--- config.mk ---
export PLATFORM = sky130hd
export DESIGN_NAME = ps2_scancode_rx
export DESIGN_NICKNAME = d
export VERILOG_FILES = /design/src/rtl/ps2_pkg.sv /design/src/rtl/ps2_line_filter.sv /design/src/rtl/ps2_scancode_rx.sv
export SDC_FILE = /design/constraint.sdc
export NUM_CORES = 1
export LEC_CHECK = 0
export BUFFER_PORTS_ARGS = -buffer_cell sky130_fd_sc_hd__buf_2
export CAP_MARGIN = 25
export CORE_ASPECT_RATIO = 0.9
export CORE_MARGIN = 10
export CORE_UTILIZATION = 30
export CTS_CLUSTER_SIZE = 30
export DETAILED_ROUTE_END_ITERATION = 10
export RECOVER_POWER = 100
export SLEW_MARGIN = 20
export SYNTH_ARGS = -nofsm -noshare
export SYNTH_HDL_FRONTEND = slang
export SYNTH_SLANG_ARGS = --single-unit
--- constraint.sdc ---
create_clock -name clk -period 1.9 [get_ports clk]
set_input_delay 0.095 -clock clk [delete_from_list [all_inputs] [get_ports clk]]
set_output_delay 0.095 -clock clk [all_outputs]
set_load 0.1 [all_outputs]
--- src/rtl/ps2_pkg.sv ---
// Purpose: shared types and constants for the PS/2 scan-code receiver.
// Latency: n/a (types, constants and a pure function only).
// Backpressure: n/a.
package ps2_pkg;

  typedef enum logic [1:0] {
    ST_IDLE,
    ST_DATA,
    ST_PARITY,
    ST_STOP
  } ps2_state_e;

  localparam logic [7:0] PS2_PFX_EXT    = 8'hE0;
  localparam logic [7:0] PS2_PFX_REL    = 8'hF0;
  localparam int         PS2_FRAME_BITS = 11;
  // Start, parity and stop bits wrap the data byte.
  localparam int         PS2_DATA_BITS  = PS2_FRAME_BITS - 3;

  // A frame is accepted when the stop bit is high and data plus parity has odd weight.
  function automatic logic ps2_frame_ok(input logic [7:0] data, input logic par, input logic stp);
    return stp & (^data ^ par);
  endfunction

endpackage

--- src/rtl/ps2_line_filter.sv ---
// Purpose: 2-flop synchronizer plus FILT_LEN-sample level filter for one PS/2 line.
// Latency: 2 cycles sync + FILT_LEN cycles before line_filt follows a stable new level.
// Backpressure: none; free-running.
// Ports: clk, reset (sync, active-high), line_raw (async in),
//        line_filt (filtered level), fall_pulse (1-cycle, first cycle line_filt is low).
module ps2_line_filter #(
  parameter int FILT_LEN = 8
) (
  input  logic clk,
  input  logic reset,
  input  logic line_raw,
  output logic line_filt,
  output logic fall_pulse
);

  localparam int CW = $clog2(FILT_LEN + 1);

  logic          sync1;
  logic          sync2;
  logic [CW-1:0] run_cnt;

  always_ff @(posedge clk) begin
    if (reset) begin
      sync1      <= 1'b1;
      sync2      <= 1'b1;
      line_filt  <= 1'b1;
      run_cnt    <= '0;
      fall_pulse <= 1'b0;
    end else begin
      sync1      <= line_raw;
      sync2      <= sync1;
      fall_pulse <= 1'b0;
      // run_cnt counts consecutive synchronized samples that disagree with
      // the filtered level; any agreeing sample restarts the run.
      if (sync2 != line_filt) begin
        if (run_cnt == CW'(FILT_LEN - 1)) begin
          line_filt  <= sync2;
          run_cnt    <= '0;
          fall_pulse <= line_filt;
        end else begin
          run_cnt <= run_cnt + 1'b1;
        end
      end else begin
        run_cnt <= '0;
      end
    end
  end

endmodule

--- src/rtl/ps2_scancode_rx.sv ---
// Purpose: PS/2 keyboard frame receiver that folds E0/F0 prefixes into key events.
// Latency: key_strobe / err_strobe one cycle after the stop bit is sampled.
// Backpressure: none; strobes are single-cycle and outputs hold until the next key_strobe.
// Ports: clk, reset (sync, active-high), ps2_clk/ps2_dat (raw async lines),
//        key_strobe/key_code/key_ext/key_release (decoded event), err_strobe (discarded frame).
module ps2_scancode_rx
  import ps2_pkg::*;
#(
  parameter int FILT_LEN    = 8,
  parameter int TIMEOUT_CYC = 50000
) (
  input  logic       clk,
  input  logic       reset,
  input  logic       ps2_clk,
  input  logic       ps2_dat,
  output logic       key_strobe,
  output logic [7:0] key_code,
  output logic       key_ext,
  output logic       key_release,
  output logic       err_strobe
);

  localparam int WW = $clog2(TIMEOUT_CYC + 1);

  logic          clk_filt;
  logic          clk_fall;
  logic          dat_s1;
  logic          dat_s2;
  logic          bit_take;
  ps2_state_e    state;
  ps2_state_e    state_nxt;
  logic [2:0]    bit_cnt;
  logic [7:0]    shreg;
  logic          par_bit;
  logic [WW-1:0] wdog;
  logic          timeout;
  logic          pend_ext;
  logic          pend_rel;

  ps2_line_filter #(.FILT_LEN(FILT_LEN)) u_clk_filt (
    .clk        (clk),
    .reset      (reset),
    .line_raw   (ps2_clk),
    .line_filt  (clk_filt),
    .fall_pulse (clk_fall)
  );

  // Data line needs only the synchronizer; it is sampled on clock edges.
  always_ff @(posedge clk) begin
    if (reset) begin
      dat_s1 <= 1'b1;
      dat_s2 <= 1'b1;
    end else begin
      dat_s1 <= ps2_dat;
      dat_s2 <= dat_s1;
    end
  end

  // The fall pulse coincides with the first low cycle of the filtered clock.
  assign bit_take = clk_fall & ~clk_filt;

  always_ff @(posedge clk) begin
    if (reset) state <= ST_IDLE;
    else       state <= state_nxt;
  end

  always_comb begin
    state_nxt = state;
    timeout   = 1'b0;
    if (state != ST_IDLE && !bit_take && wdog == WW'(TIMEOUT_CYC - 1)) begin
      timeout   = 1'b1;
      state_nxt = ST_IDLE;
    end else if (bit_take) begin
      case (state)
        ST_IDLE:   if (!dat_s2) state_nxt = ST_DATA;
        ST_DATA:   if (bit_cnt == 3'(PS2_DATA_BITS - 1)) state_nxt = ST_PARITY;
        ST_PARITY: state_nxt = ST_STOP;
        ST_STOP:   state_nxt = ST_IDLE;
        default:   state_nxt = ST_IDLE;
      endcase
    end
  end

  always_ff @(posedge clk) begin
    if (reset) begin
      bit_cnt     <= '0;
      shreg       <= '0;
      par_bit     <= 1'b0;
      wdog        <= '0;
      pend_ext    <= 1'b0;
      pend_rel    <= 1'b0;
      key_strobe  <= 1'b0;
      err_strobe  <= 1'b0;
      key_code    <= '0;
      key_ext     <= 1'b0;
      key_release <= 1'b0;
    end else begin
      key_strobe <= 1'b0;
      err_strobe <= 1'b0;

      // Watchdog only runs while a frame is open; every clock edge rearms it.
      if (bit_take || state == ST_IDLE || timeout) wdog <= '0;
      else                                        wdog <= wdog + 1'b1;

      if (timeout) begin
        err_strobe <= 1'b1;
        pend_ext   <= 1'b0;
        pend_rel   <= 1'b0;
      end else if (bit_take) begin
        case (state)
          ST_IDLE: begin
            bit_cnt <= '0;
            shreg   <= '0;
          end
          ST_DATA: begin
            shreg   <= {dat_s2, shreg[7:1]};
            bit_cnt <= bit_cnt + 3'd1;
          end
          ST_PARITY: par_bit <= dat_s2;
          ST_STOP: begin
            if (ps2_frame_ok(shreg, par_bit, dat_s2)) begin
              if (shreg == PS2_PFX_EXT) begin
                pend_ext <= 1'b1;
              end else if (shreg == PS2_PFX_REL) begin
                pend_rel <= 1'b1;
              end else begin
                key_strobe  <= 1'b1;
                key_code    <= shreg;
                key_ext     <= pend_ext;
                key_release <= pend_rel;
                pend_ext    <= 1'b0;
                pend_rel    <= 1'b0;
              end
            end else begin
              err_strobe <= 1'b1;
              pend_ext   <= 1'b0;
              pend_rel   <= 1'b0;
            end
          end
          default: ;
        endcase
      end
    end
  end

endmodule

==> PnR_summary.wiki, run 1 <==
{| class="wikitable"
! Metric !! Value
|-
| Max frequency || 518 MHz
|-
| EDFF count, synth || 0
|-
| Kind of critical path || flop to flop
|-
| DP HPWL || 3.44 mm
|-
| Power share of the sequential group || 0.622
|-
| Final Instance Area || 2960 um2
|-
| Initial antenna violation count || 0
|-
| Clock transition at the registers of the reported paths || 90 ps
|-
| Net count of the mapped netlist || between 200 and 300
|-
| Share of the yosys chip area belonging to registers || 0.448
|-
| Worst setup path startpoint || shreg[4]$_SDFFE_PP0P_
|-
| Synth Flop Type || dfxtp_1
|-
| Mean instance size in the synthesized netlist || 9.06 um2
|-
| Transition at the pin with the smallest max-transition slack || 1180 ps
|-
| Post-synthesis register bit count || 54
|-
| Distinct cell type count of the synthesized netlist || between 40 and 50
|-
| Total power divided by cell area || 619 nW/um2
|-
| Violation count after the first detailed-route iteration || 97
|-
| Cts bufs inserted || 5
|-
| Final net count || around 320
|-
| DRT Pass-1 Iters || 4
|-
| Overall power of the completed layout || 1.83 mW
|-
| Synthesis-to-finish area growth || 22.6%
|-
| Clock latency on the worst-skew pair || approximately 310 ps
|-
| Final antenna-violating net count || 0
|-
| Max-Cap Viols || 0
|-
| Pin count of the biggest net entering global routing || 31
|-
| Setup ws final || -30.0 ps
|-
| Largest fanout of any net on the critical path || 6
|-
| RD Place Congestion || 0.771
|-
| Placement Cell Area || 2690 um2
|-
| Critical path capture point type || flop
|-
| Max IR drop VDD || 0.269 mV
|-
| Number of inserted diodes || 0
|-
| Wire length after detailed routing || 5.18 mm
|-
| Hold violation count in the final report || 0
|-
| Number of sinks on the clock net || 54
|-
| Finish-stage setup viols || 1
|-
| Clock tree from TritonCTS || done
|-
| Tcrit/Tclk final || 1.02
|-
| Register-to-register setup slack || -30 ps
|-
| Max H-tree Level || 2
|-
| Time the final worst path needs with I/O delays and setup || roughly 1900 ps
|-
| Netlist Area Pre-Place || 2410 um2
|-
| Crit start category || flop
|-
| Max clock buf depth || 2
|-
| Cell count after synthesis || 266
|-
| Startpoint of the lowest-slack register-to-register path || shreg[4]$_SDFFE_PP0P_
|-
| Area of the die || 12000 um2
|-
| Run status || finished, violations left
|-
| Cell-by-cell trace of the critical path || inv_2 > ha_4 > xnor3_4 > xor2_4 > o31ai_1 > a21oi_1
|-
| First-pass GRT wire length || between 8 and 9 mm
|-
| Warning count from the yosys run || 0
|-
| Buf+Inv Stages, Crit Path || 1
|-
| Die extent in x || 114 um
|-
| Starting density of the core || 0.313
|-
| Row cnt || 30
|-
| Per-cell routed wire length || 13.1 um
|-
| Skew final || 10.8 ps
|-
| Vias || 1941
|-
| Start point of the worst min-delay path || reset
|-
| Via count of the first global-routing pass || 1797
|-
| I/O pin count || 16
|-
| Total routing usage reported by global routing || 0.0804
|-
| Die Y-Extent || 105 um
|-
| Net switching power || 388 uW
|-
| Switching part of the total power || 0.212
|-
| Violations in the final reports || setup timing
|-
| Final core utilization || 0.384
|-
| Category of cells accounting for the largest share of critical-path delay || XOR/XNOR gates
|-
| Vias per cell || approximately 4.9
|-
| P_leak || 1.00 nW
|-
| CTS root buf || clkbuf_8
|-
| Clock share of power || 0.359
|-
| Biggest cell delay along the critical path || roughly 520 ps
|-
| CP arrival || 2100 ps
|-
| Overall overflow remaining after global route || 0
|-
| WHS || 249 ps
|-
| RSZ-0062 raised after global routing || true
|-
| DRC violation count after routing || 0
|-
| Int Pwr || 1.44 mW
|-
| CORE AREA || 7690 um2
|-
| Relative slew slack || 0.215
|-
| Number of max-slew violations in the final report || 0
|-
| Share of post-route cells with drive strength above 1 || 0.181
|-
| Data required time at the worst endpoint || 2070 ps
|-
| Cell with the largest stage delay on the worst path || xnor3_4
|-
| Worst hold path type || input pin to flop
|-
| Share of total power in combinational logic || 0.019
|-
| Async SR Flop Fraction || 0
|-
| IO Port Bufs || 15
|}
## logic make-up after synthesis
kind of cell,Yosys count,synth area share
compound gates,46,0.122
xor+xnor,18,0.0742
fa+ha+maj,14,0.0727
buf+inv,27,0.0431
flops,54,0.448
mux,3,0.0125
simple gates,104,0.227
## final timing paths
path,cells after the start,endpoint
worst max-delay path,6,key_code[7]$_SDFFE_PP0P_
worst min-delay path,2,shreg[2]$_SDFFE_PP0P_
worst max register to register,6,key_code[7]$_SDFFE_PP0P_
worst min register to register,1,u_clk_filt.sync2$_SDFF_PP1_
## registers in the layout, summed over array words and instances, names as in the netlist, 2 cells and up
| signal | flops |
|---|---|
| u_clk_filt.run_cnt | 4 |
| bit_cnt | 3 |
| key_code | 8 |
| shreg | 8 |
| state | 2 |
| wdog | 16 |
## cell type report
class / instances / area (um2)
fill: 754 / 4740
tap: 96 / 120
clock inverter: 1 / 5.00
multi-input combinational: 187 / 1390
sequential: 54 / 1080
timing repair buffer: 37 / 218
inverter: 13 / 48.8
clock buffer: 7 / 86.3
## cell usage after synthesis (all sizes together) (4+ instances only)
master / instances / area (um2)
dfxtp: 54 / 1080
nor2: 31 / 116
a21oi: 16 / 80.1
ha: 14 / 175
nand2: 14 / 55.1
nand4: 14 / 87.6
xnor2: 14 / 130
inv: 13 / 48.8
o31ai: 12 / 90.1
a22oi: 10 / 75.1
clkbuf: 10 / 37.5
nand3: 10 / 55.1
nor3: 6 / 30.0
or2: 6 / 37.5
and3: 4 / 25.0
buf: 4 / 17.5
nor4: 4 / 25.0
o21ai: 4 / 20.0
## through the flow
step | TNS [ps] | cells | worst slack (ps)
after floorplan | 0 | 266 | 92.1
after global placement | -1770 | 381 | -167
after detailed placement | -2200 | 381 | -206
after CTS | 0 | 391 | 13.4
after global routing | -289 | 395 | -85.7
final | -30.0 | 395 | -30.0
## metal layers
layer / track usage / vias to the layer above / wire, um
met5: 0 / - / 0
met1: 0.105 / 889 / 2580
li1: - / 1004 / -
met4: 0.0304 / 0 / 63
met3: 0.0223 / 7 / 230
met2: 0.121 / 41 / 2300
## power groups by stage
stage               logic (mW)  clock network, mW  registers (mW)
floorplan               0.0212                  0            1.16
global placement        0.0297                  0            1.16
detailed placement      0.0307                  0            1.16
CTS                     0.0338              0.679            1.14
global route            0.0376              0.713            1.14
finish                  0.0341              0.658            1.14
## placed cells by master, fill, tap and decap left out, types with 10 or more instances in the layout
master,n
a21oi_1,15
a22oi_1,10
buf_4,16
clkbuf_1,15
dfxtp_1,52
ha_1,13
inv_1,12
nand2_1,13
nand4_1,14
nor2_1,31
xnor2_1,12
## what timing repair did
item | 4_1_cts | 5_1_grt
setup endpoints to repair | 14 | 14
hold buffers | 2 | 0
pin swaps | 1 | 25
resized for setup | 4 | 19
setup buffers | 0 | 2
gates cloned | 0 | 2
hold endpoints to repair | 2 | 0
(Power assumes the default switching activity.)
==> run 2, diff against run 1 <==
--- a/config.mk
+++ b/config.mk
@@ -16,4 +16,5 @@
 export SLEW_MARGIN = 20
 export SYNTH_ARGS = -nofsm -noshare
 export SYNTH_HDL_FRONTEND = slang
+export SYNTH_HIERARCHICAL = 1
 export SYNTH_SLANG_ARGS = --single-unit
==> run 2 against run 1 <==
Compared with the run above:
- the flow still finishes with violations (setup timing)
- synthesized cell count is 11% lower
- non-clock buffer count down 3
- register-to-register slack got worse by 150 ps
- largest power group unchanged
- first-iteration DRC count increased by 31%
- cell count is 7.3% lower
- synthesized area fell by 4.7%
- setup slack lost 150 ps
- combinational power down 11%
- cell area shrank 7.6%
- count of clock-buffer cells in the layout down 1
- wire length shrank 19%
==> PnR_summary.wiki, run 2 <==
{| class="wikitable"
! Metric !! Value
|-
| Biggest register || wdog
|-
| Netlist Area Pre-Place || 2300 um2 (-4.7%)
|-
| Category of cells accounting for the largest share of critical-path delay || simple AND/OR/NAND/NOR gates
|-
| Vias per cell || 4.51 (-8.3%)
|-
| Total power divided by cell area || 668 nW/um2 (+7.9%)
|-
| Cell count after synthesis || 236 (-11%)
|-
| Final Instance Area || 2730 um2 (-7.6%)
|-
| Overall overflow remaining after global route || 0 (unchanged)
|-
| Max IR drop VDD || 0.241 mV (-11%)
|-
| Buf+Inv Stages, Crit Path || 0 (-1)
|-
| Fill cell count || 773 (+2.5%)
|-
| Int Pwr || 1.44 mW (about the same)
|-
| Wire length after detailed routing || 4.17 mm (-19%)
|-
| I/O pin count || 16 (unchanged)
|-
| Synth area leaders || dfxtp_1, ha_1, nor2_1
|-
| Finish-stage setup viols || 10 (+9)
|-
| Cts bufs inserted || 5 (unchanged)
|-
| IO Port Bufs || 15 (unchanged)
|-
| Run status || finished, violations left
|-
| Die Y-Extent || 103 um (-1.9%)
|-
| Via count of the first global-routing pass || 1655 (-7.9%)
|-
| Kind of critical path || flop to flop
|-
| Max H-tree Level || 2 (unchanged)
|-
| CORE AREA || 7510 um2 (-2.4%)
|-
| DRT Pass-1 Iters || 4 (unchanged)
|-
| Commonest non-fill, non-tap cell in the layout || dfxtp_1
|-
| Pin count of the biggest net entering global routing || 33 (+6.5%)
|-
| Commonest non-fill, non-tap cells in the layout || dfxtp_1, nor2_1, buf_4, ha_1
|-
| RD Place Congestion || 0.736 (-4.5%)
|-
| Tcrit/Tclk final || 1.09 (+0.0774)
|-
| Data required time at the worst endpoint || 2090 ps (+20 ps)
|-
| Largest registers || wdog: 16 flops, key_code: 8 flops, shreg: 8 flops
|-
| Violations in the final reports || setup timing
|-
| Most area-hungry cell type in the Yosys netlist || dfxtp_1
|-
| Accumulated negative setup slack || -1640 ps (-1610 ps)
|-
| Total routing usage reported by global routing || 0.0757 (-0.00471)
|-
| Final antenna-violating net count || 0 (unchanged)
|-
| Crit start category || flop
|-
| Critical path capture point type || flop
|-
| Net count of the mapped netlist || 254 (-11%)
|-
| Net switching power || 383 uW (-1.4%)
|-
| Synth Flop Type || dfxtp_1
|-
| Share of the yosys chip area belonging to registers || 0.471 (+0.0222)
|-
| Final net count || 287 (-9.2%)
|-
| Max-Cap Viols || 0 (unchanged)
|-
| Relative slew slack || 0.217 (+0.00253)
|-
| Vias || 1649 (-15%)
|-
| CTS root buf || clkbuf_8
|-
| Placement Cell Area || 2610 um2 (-2.8%)
|-
| Mean instance size in the synthesized netlist || 9.73 um2 (+7.4%)
|-
| Biggest cell delay along the critical path || 620 ps (+100 ps)
|-
| Starting density of the core || 0.306 (-0.00733)
|-
| Most numerous cell in the Yosys netlist || dfxtp_1
|-
| Switching part of the total power || 0.210 (-0.00235)
|-
| EDFF count, synth || 0 (unchanged)
|-
| Clock transition at the registers of the reported paths || 90 ps (about the same)
|-
| Post-synthesis register bit count || 54 (unchanged)
|-
| Number of inserted diodes || 0 (unchanged)
|-
| Clock share of power || 0.360 (about the same)
|-
| Storage cell area || 1080 um2 (unchanged)
|-
| Cell-by-cell trace of the critical path || ha_4 > xnor3_1 > xnor2_2 > or4b_4 > mux2i_1 > nor2_1
|-
| Clock latency on the worst-skew pair || 300 ps (about the same)
|-
| Hold violation count in the final report || 0 (unchanged)
|-
| Initial antenna violation count || 0 (unchanged)
|-
| Area taken by multi-input logic gates || 1170 um2 (-16%)
|-
| Cell with the largest stage delay on the worst path || or4b_4
|-
| Setup ws final || -177 ps (-147 ps)
|-
| Portion of synthesized cell area occupied by the leading cell type || 0.471 (+0.0222)
|-
| Distinct cell type count of the synthesized netlist || 39 (-4.9%)
|-
| Clock tree from TritonCTS || done
|-
| P_leak || 1.11 nW (+11%)
|-
| RSZ-0062 raised after global routing || true
|-
| Warning count from the yosys run || 6 (+6)
|-
| First-pass GRT wire length || 7.45 mm (-9.9%)
|-
| Number of max-slew violations in the final report || 0 (unchanged)
|-
| WHS || 270 ps (+21.6 ps)
|-
| Area of the die || 11600 um2 (-3.9%)
|-
| Time the final worst path needs with I/O delays and setup || 2080 ps (+147 ps)
|-
| Number of flip-flops under the largest register name || 16 (unchanged)
|-
| DP HPWL || 2.94 mm (-14%)
|-
| Violation count after the first detailed-route iteration || 127 (+31%)
|-
| Largest fanout of any net on the critical path || 6 (unchanged)
|-
| Placed cell count || 355 (-6.8%)
|-
| Non-filler instance count after layout || 366 (-7.3%)
|-
| Number of sinks on the clock net || 54 (unchanged)
|-
| Skew final || 7.77 ps (-3.01 ps)
|-
| Most numerous cell types in the synthesized netlist || dfxtp_1, nor2_1, ha_1, mux2i_1, xor2_1
|-
| Max clock buf depth || 2 (unchanged)
|-
| Synthesis-to-finish area growth || 18.8%
|-
| Power share of the sequential group || 0.624 (+0.002)
|-
| Share of post-route cells with drive strength above 1 || 0.163 (-0.0176)
|-
| Share of total power in combinational logic || 0.017 (-0.002)
|-
| Number of buffers inserted to repair setup after CTS || 0 (unchanged)
|-
| Async SR Flop Fraction || 0 (unchanged)
|-
| Row cnt || 30 (unchanged)
|-
| Die extent in x || 112 um (-2.0%)
|-
| DRC violation count after routing || 0 (unchanged)
|-
| Max frequency || 481 MHz (-7.1%)
|-
| Per-cell routed wire length || 11.4 um (-13%)
|-
| CP arrival || 2270 ps (+170 ps)
|-
| Transition at the pin with the smallest max-transition slack || 1180 ps (-3.81 ps)
|-
| Worst hold path type || input pin to flop
|}
## run 2: cell count changes in the layout (fill, tap and decap cells not counted), sizes merged, moves of 8 or more
| cell | before | now |
|---|---|---|
| a21oi | 16 | 4 |
| mux2i | 3 | 12 |
| nand4 | 14 | 2 |
| nor2 | 31 | 46 |
| o31ai | 12 | 0 |
| xnor2 | 15 | 7 |
| xor2 | 4 | 12 |
## run 2: final timing paths
check | from | to | slack [ps] | cells after the start
worst max-delay path | shreg[6]$_SDFFE_PP0P_ | key_code[0]$_SDFFE_PP0P_ | -180 | 6
worst max register to register | shreg[6]$_SDFFE_PP0P_ | key_code[0]$_SDFFE_PP0P_ | -180 | 6
worst min register to register | u_clk_filt/sync1$_SDFF_PP1_ | u_clk_filt/sync2$_SDFF_PP1_ | 420 | 1
worst min-delay path | reset | wdog[12]$_SDFF_PP0_ | 270 | 4
## run 2: worst min-delay path: cells and delay by family
kind	cells	cell delay, ps
buffers and inverters	2	250
and+or+nand+nor	2	200
## run 2: per-layer routing
layer	wire [um]	share of wire	vias up	global-route usage
li1	-	-	860	-
met1	2170	0.52	765	0.0944
met2	1800	0.43	18	0.119
met3	123	0.029	6	0.0209
met4	78	0.019	0	0.0351
met5	0	0	-	0
## run 2: cells by family (layout without fill, tap and decap cells)
family          count (synthesis)  in the layout  share of synthesized area
buf+inv                        20             53                     0.0370
xor+xnor                       20             20                     0.0822
compound gates                 21             21                     0.0605
flops                          54             54                      0.471
fa+ha+maj                      14             14                     0.0763
mux                            12             12                     0.0523
simple gates                   95             96                      0.221
## run 2: stage by stage
step / utilization / worst slack, ps / total power [mW]
2_1_floorplan: - / -196 / 1.18
3_3_place_gp: 0.348 / -179 / 1.19
3_5_place_dp: 0.348 / -213 / 1.19
4_1_cts: 0.366 / -216 / 1.86
5_1_grt: 0.364 / -256 / 1.92
6_report: 0.364 / -177 / 1.82
## run 2: final cells by class
cell class                 instances  share of cell area
clock buffer                       6              0.0302
clock inverter                     2             0.00458
inverter                          11              0.0151
multi-input combinational        163               0.429
sequential                        54               0.397
tap                               96              0.0440
timing repair buffer              34              0.0807
## run 2: power groups by stage
stage / Combinational, mW / Clock, mW / Sequential (mW)
4_1_cts: 0.0306 / 0.688 / 1.14
3_5_place_dp: 0.0269 / 0 / 1.16
2_1_floorplan: 0.0152 / 0 / 1.16
3_3_place_gp: 0.0266 / 0 / 1.16
6_report: 0.0302 / 0.656 / 1.14
5_1_grt: 0.0335 / 0.745 / 1.14
## run 2: timing repair
action / CTS / global route
hold endpoints to repair: 2 / 0
endpoints found under the setup margin: 12 / 22
gates resized for setup: 2 / 4
hold buffers: 2 / 0
cloned: 1 / 0
pin swaps: 2 / 1
